<file path="config.mk">
export PLATFORM = sky130hd
export DESIGN_NAME = v2k_sink_fifo
export DESIGN_NICKNAME = d
export VERILOG_FILES = /design/src/rtl/v2k_pkg.sv /design/src/rtl/v2k_fifo_ptr.sv /design/src/rtl/v2k_sink_fifo.sv
export SDC_FILE = /design/constraint.sdc
export NUM_CORES = 1
export LEC_CHECK = 0
export CAP_MARGIN = 0
export CORE_ASPECT_RATIO = 0.7
export CORE_MARGIN = 1.5
export CORE_UTILIZATION = 48
export DETAILED_ROUTE_END_ITERATION = 8
export PLACE_DENSITY = 0.7
export SYNTH_ARGS = -nofsm -noshare
export SYNTH_HDL_FRONTEND = slang
export SYNTH_SLANG_ARGS = --single-unit
</file>
<file path="constraint.sdc">
create_clock -name clk -period 4.1 [get_ports clk]
set_input_delay 0.615 -clock clk [delete_from_list [all_inputs] [get_ports clk]]
set_output_delay 0.615 -clock clk [all_outputs]
set_load 0.02 [all_outputs]
</file>
<file path="src/rtl/v2k_pkg.sv">
// Shared constants and sizing helpers for the v2k receive-side blocks.
package v2k_pkg;

    localparam int V2K_WIDTH = 16;
    localparam int V2K_DEPTH = 4;

    // Pointer width for a DEPTH-entry buffer; the level counter is one bit wider.
    function automatic int ptr_width(input int depth);
        return (depth > 1) ? $clog2(depth) : 1;
    endfunction

endpackage

</file>
<file path="src/rtl/v2k_fifo_ptr.sv">
// Wrapping FIFO pointer: clears on reset, advances by one when inc is high.
module v2k_fifo_ptr #(
    parameter int PW = 2
) (
    input  logic          clk,
    input  logic          rst,
    input  logic          inc,
    output logic [PW-1:0] ptr
);

    // Pointer register; wraps DEPTH-1 -> 0 through natural overflow.
    // NOTE: sequential state uses non-blocking assignments so every register
    // samples the pre-edge values of its inputs.
    always_ff @(posedge clk) begin
        if (rst) begin
            ptr <= '0;
        end else if (inc) begin
            ptr <= ptr + PW'(1);
        end
    end

endmodule

</file>
<file path="src/rtl/v2k_sink_fifo.sv">
// Receive-side FIFO for the registered v2k word stream: valid/ready on both
// sides, fill level output and a sticky overflow-attempt error flag.
module v2k_sink_fifo
    import v2k_pkg::*;
#(
    parameter int WIDTH = V2K_WIDTH,
    parameter int DEPTH = V2K_DEPTH
) (
    input  logic                        clk,
    input  logic                        rst,
    input  logic                        in_valid,
    output logic                        in_ready,
    input  logic [WIDTH:0]              in_data,
    output logic                        out_valid,
    input  logic                        out_ready,
    output logic [WIDTH:0]              out_data,
    output logic [ptr_width(DEPTH):0]   level,
    output logic                        err
);

    localparam int PW = ptr_width(DEPTH);
    localparam int LW = PW + 1;

    logic [WIDTH:0] mem [DEPTH];
    logic [PW-1:0]  rd_ptr;
    logic [PW-1:0]  wr_ptr;
    logic           push;
    logic           pop;

    // Flow control derives only from the registered level, so a pop never
    // opens in_ready in the same cycle (no pass-through path).
    assign in_ready  = (level != LW'(DEPTH));
    assign out_valid = (level != '0);
    assign push      = in_valid & in_ready;
    assign pop       = out_valid & out_ready;

    v2k_fifo_ptr #(.PW(PW)) u_wr_ptr (
        .clk (clk),
        .rst (rst),
        .inc (push),
        .ptr (wr_ptr)
    );

    v2k_fifo_ptr #(.PW(PW)) u_rd_ptr (
        .clk (clk),
        .rst (rst),
        .inc (pop),
        .ptr (rd_ptr)
    );

    // Storage write on an accepted push.
    // NOTE: the array has no reset; the pointers and level are cleared
    // instead, which logically discards whatever the entries still hold.
    always_ff @(posedge clk) begin
        if (push && !rst) begin
            mem[wr_ptr] <= in_data;
        end
    end

    // Fill level: +1 on push only, -1 on pop only, hold otherwise.
    always_ff @(posedge clk) begin
        if (rst) begin
            level <= '0;
        end else begin
            case ({push, pop})
                2'b10:   level <= level + LW'(1);
                2'b01:   level <= level - LW'(1);
                default: level <= level;
            endcase
        end
    end

    // Sticky error: producer offered a word while the FIFO was full.
    always_ff @(posedge clk) begin
        if (rst) begin
            err <= 1'b0;
        end else if (in_valid && !in_ready) begin
            err <= 1'b1;
        end
    end

    // Oldest word, forced to zero while nothing is stored.
    // NOTE: every output of a combinational block gets a value on every path
    // (default first) so no latch is inferred.
    always_comb begin
        out_data = '0;
        if (out_valid) begin
            out_data = mem[rd_ptr];
        end
    end

endmodule

</file>
==> key figures <==
Floorplanning
  • Initial Util: 49.6%
  • Row count: 24
  • # IOs: 44
  • Chip Width: between 90 and 100 um
  • Die height: ~70 um
  • Die area: approximately 0.0070 mm^2
  • CORE AREA: between 0.006 and 0.007 mm^2

Pwr
  • VDD IR max: roughly 0.26 mV
  • P_leak: approximately 1.2 nW
  • Pwr/cell area: 609 mW/mm^2

Routing
  • Routed WL per cell: 18.2 um
  • Antenna-violating nets left: 0
  • 1st-iter DRT viols: between 80 and 90
  • # DRC: 0
  • Router iterations before antenna repair: 4
  • Detailed-route vias per instance: 5.38
  • Routed WL: between 5000 and 6000 um
  • Total number of vias: between 1,500 and 2,000

Global route
  • GRT met2 Usage: between 20% and 30%
  • Largest net degree at the start of global routing: 21
  • Total gr overflow: 0
  • Met3 Use GR: 5.51%
  • Initial antenna violation count: 0
  • Met1 usage: roughly 22%
  • Vias in the first global route: approximately 1,800
  • GRT Total Usage: between 15 and 20%
  • First-pass GRT wire length: approximately 8900 um
  • GRT Max-Usage Layer: met2

Logic synthesis
  • Mapped Area: between 0.003 and 0.004 mm^2
  • YS warnings: 0
  • Post-synthesis cell count: 165
  • Yosys top cell by area: edfxtp_1
  • Synth unique cells: 26
  • Mapped Nets: approximately 190
  • Synth Area per Inst: 18.8 um^2
  • Post-synthesis register bit count: ~80
  • Seq/Total Area, Yosys: between 70% and 80%
  • Yosys top cell area share: about 66%
  • Top post-synthesis cells by area: edfxtp_1 66%, mux4_2 12%, dfxtp_1 6.5%

Clock network
  • Clock Path Buffers: 2
  • Setup bufs post-CTS: 0
  • Resized cells post-CTS: 0
  • Clk pin slew, worst setup/hold paths: 0.06 ns
  • Clk_lat worst skew: between 0.3 and 0.4 ns
  • Clock root buffer: clkbuf_8
  • H-Tree Depth: 3
  • Hold_buf cts: 0
  • Clock buffer count from CTS: 9
  • CTS tree: yes
  • CTS Sinks: slightly below 80

Finish
  • Final net count: roughly 240
  • Layout area overhead: 21.8%
  • Number of antenna repair diodes: 0
  • Utilization after layout: a little over 60%
  • Share of layout cells above drive strength 1: 18.6%
  • Layout filler cell count: between 400 and 500

Status
  • Outcome: finished, final reports clean

Flow run
  • Max-cap violations: 0

Setup path
  • Type of the worst setup path: flip-flop to output pin
  • Startpoint Class: flip-flop
  • Critical Path Sink Type: output pin
  • CP arrival: 2.53 ns
  • Critical Path RT: 3.48 ns
  • Largest fanout on the critical path: 11

STA
  • Final worst-path cycle share: between 70% and 80%
  • Clock period minus worst slack: ~3.1 ns
  • Fmax: approximately 0.32 GHz
  • Final Hold Fails: 0
  • Worst Max-Slew Pin Slew: about 0.86 ns
  • RSZ-0062 raised after global routing: false
  • Slew HR: a little over two fifths
  • Final Setup Violations: 0
  • Setup TNS: 0 ns
  • Final max-slew violation count: 0
  • Setup Skew: 0.00532 ns

Min path
  • Worst min path class: flip-flop to flip-flop

Placement
  • Detail Placement HPWL: approximately 3500 um
  • I/O Buffers: 43
  • Final Wtd Congestion: ~0.7
## stage by stage
step	hold slack, ns	power (mW)	instances	instance area [um^2]	worst slack, ns
after floorplan	0.459	1.54	165	3100	1.42
after global routing	0.541	2.42	298	3780	0.826
after CTS	0.484	2.33	298	3780	0.903
after detailed placement	0.469	1.88	284	3630	1.23
after global placement	0.474	1.86	284	3630	1.30
final	0.476	2.30	298	3780	0.959
## synth_stat cells, drive strengths merged
| library cell | count |
|---|---|
| edfxtp | 68 |
| o31ai | 1 |
| xor2 | 3 |
| buf | 8 |
| nor3 | 1 |
| a21o | 2 |
| nand2 | 2 |
| a21oi | 5 |
| inv | 7 |
| a41oi | 1 |
| ha | 5 |
| nand3 | 2 |
| dfxtp | 10 |
| nor2b | 17 |
| nor2 | 6 |
| fa | 1 |
| or3b | 1 |
| nor3b | 4 |
| or3 | 2 |
| mux4 | 17 |
| o21ai | 2 |
## flip-flops by register name, summed over array words and instances, names as in the netlist, named ones only
| signal | cells |
|---|---|
| err | 1 |
| level | 3 |
| mem | 68 |
| u_wr_ptr.ptr | 2 |
| u_rd_ptr.ptr | 2 |
## path summary, 6_finish.rpt
kind | start | slack (ns) | endpoint | cells after the start
max | flip-flop | 0.96 | out_data[12] | 4
min | err | 0.48 | err | 2
max reg2reg | level[2] | 1.46 | level[2] | 8
min reg2reg | err | 0.48 | err | 2
## layer usage
layer / vias to the layer above / share of wire (%)
met5: - / 0
met4: 0 / 1.2
met3: 8 / 4.6
met2: 40 / 49
met1: 817 / 45
li1: 737 / -
## where the power goes
part / internal [mW] / switching, mW / total, mW
Sequential: 0.924 / 0.0604 / 0.985
Combinational: 0.434 / 0.434 / 0.868
Clock: 0.209 / 0.239 / 0.448
## area by class of cell
class	count	area, um^2	share of cell area (%)
inverter	7	26.3	0.696
clock buffer	11	131	3.48
sequential	78	2240	59.4
timing repair buffer	49	475	12.6
tap	78	97.6	2.58
multi-input combinational	72	791	20.9
clock inverter	3	13.8	0.364
## cell families (layout without fill, tap and decap cells)
group | after synthesis | in the layout | share of synthesized area (%)
flip-flops | 78 | 78 | 72.3
AND/OR/NAND/NOR | 35 | 35 | 6.58
multiplexers | 17 | 17 | 12.3
buffers and inverters | 15 | 70 | 2.99
AO/OA/AOI/OAI | 11 | 11 | 2.26
adder cells (fa/ha/maj) | 6 | 6 | 2.66
XOR/XNOR | 3 | 3 | 0.848
## worst max-delay path, stage by stage, from the launching register on
cell	delay, ns
dfxtp_1	0.59
buf_4	0.35
mux4_2	0.54
nor2b_1	0.15
clkdlybuf4s50_1	0.55
## cell usage in the layout, fill, tap and decap left out, types with 2 or more instances in the layout
master            n
nand3_1           2
nor2_1            6
clkbuf_8          9
inv_1             7
a21o_1            2
nor2b_1          17
clkinv_2          2
a21oi_1           4
xor2_1            3
clkdlybuf4s50_1  43
nor3b_2           4
clkbuf_1          2
ha_1              5
dfxtp_1          10
nand2_1           2
edfxtp_1         68
buf_4             6
mux4_2           17
o21ai_0           2
Power figures use the tool's default switching activity.
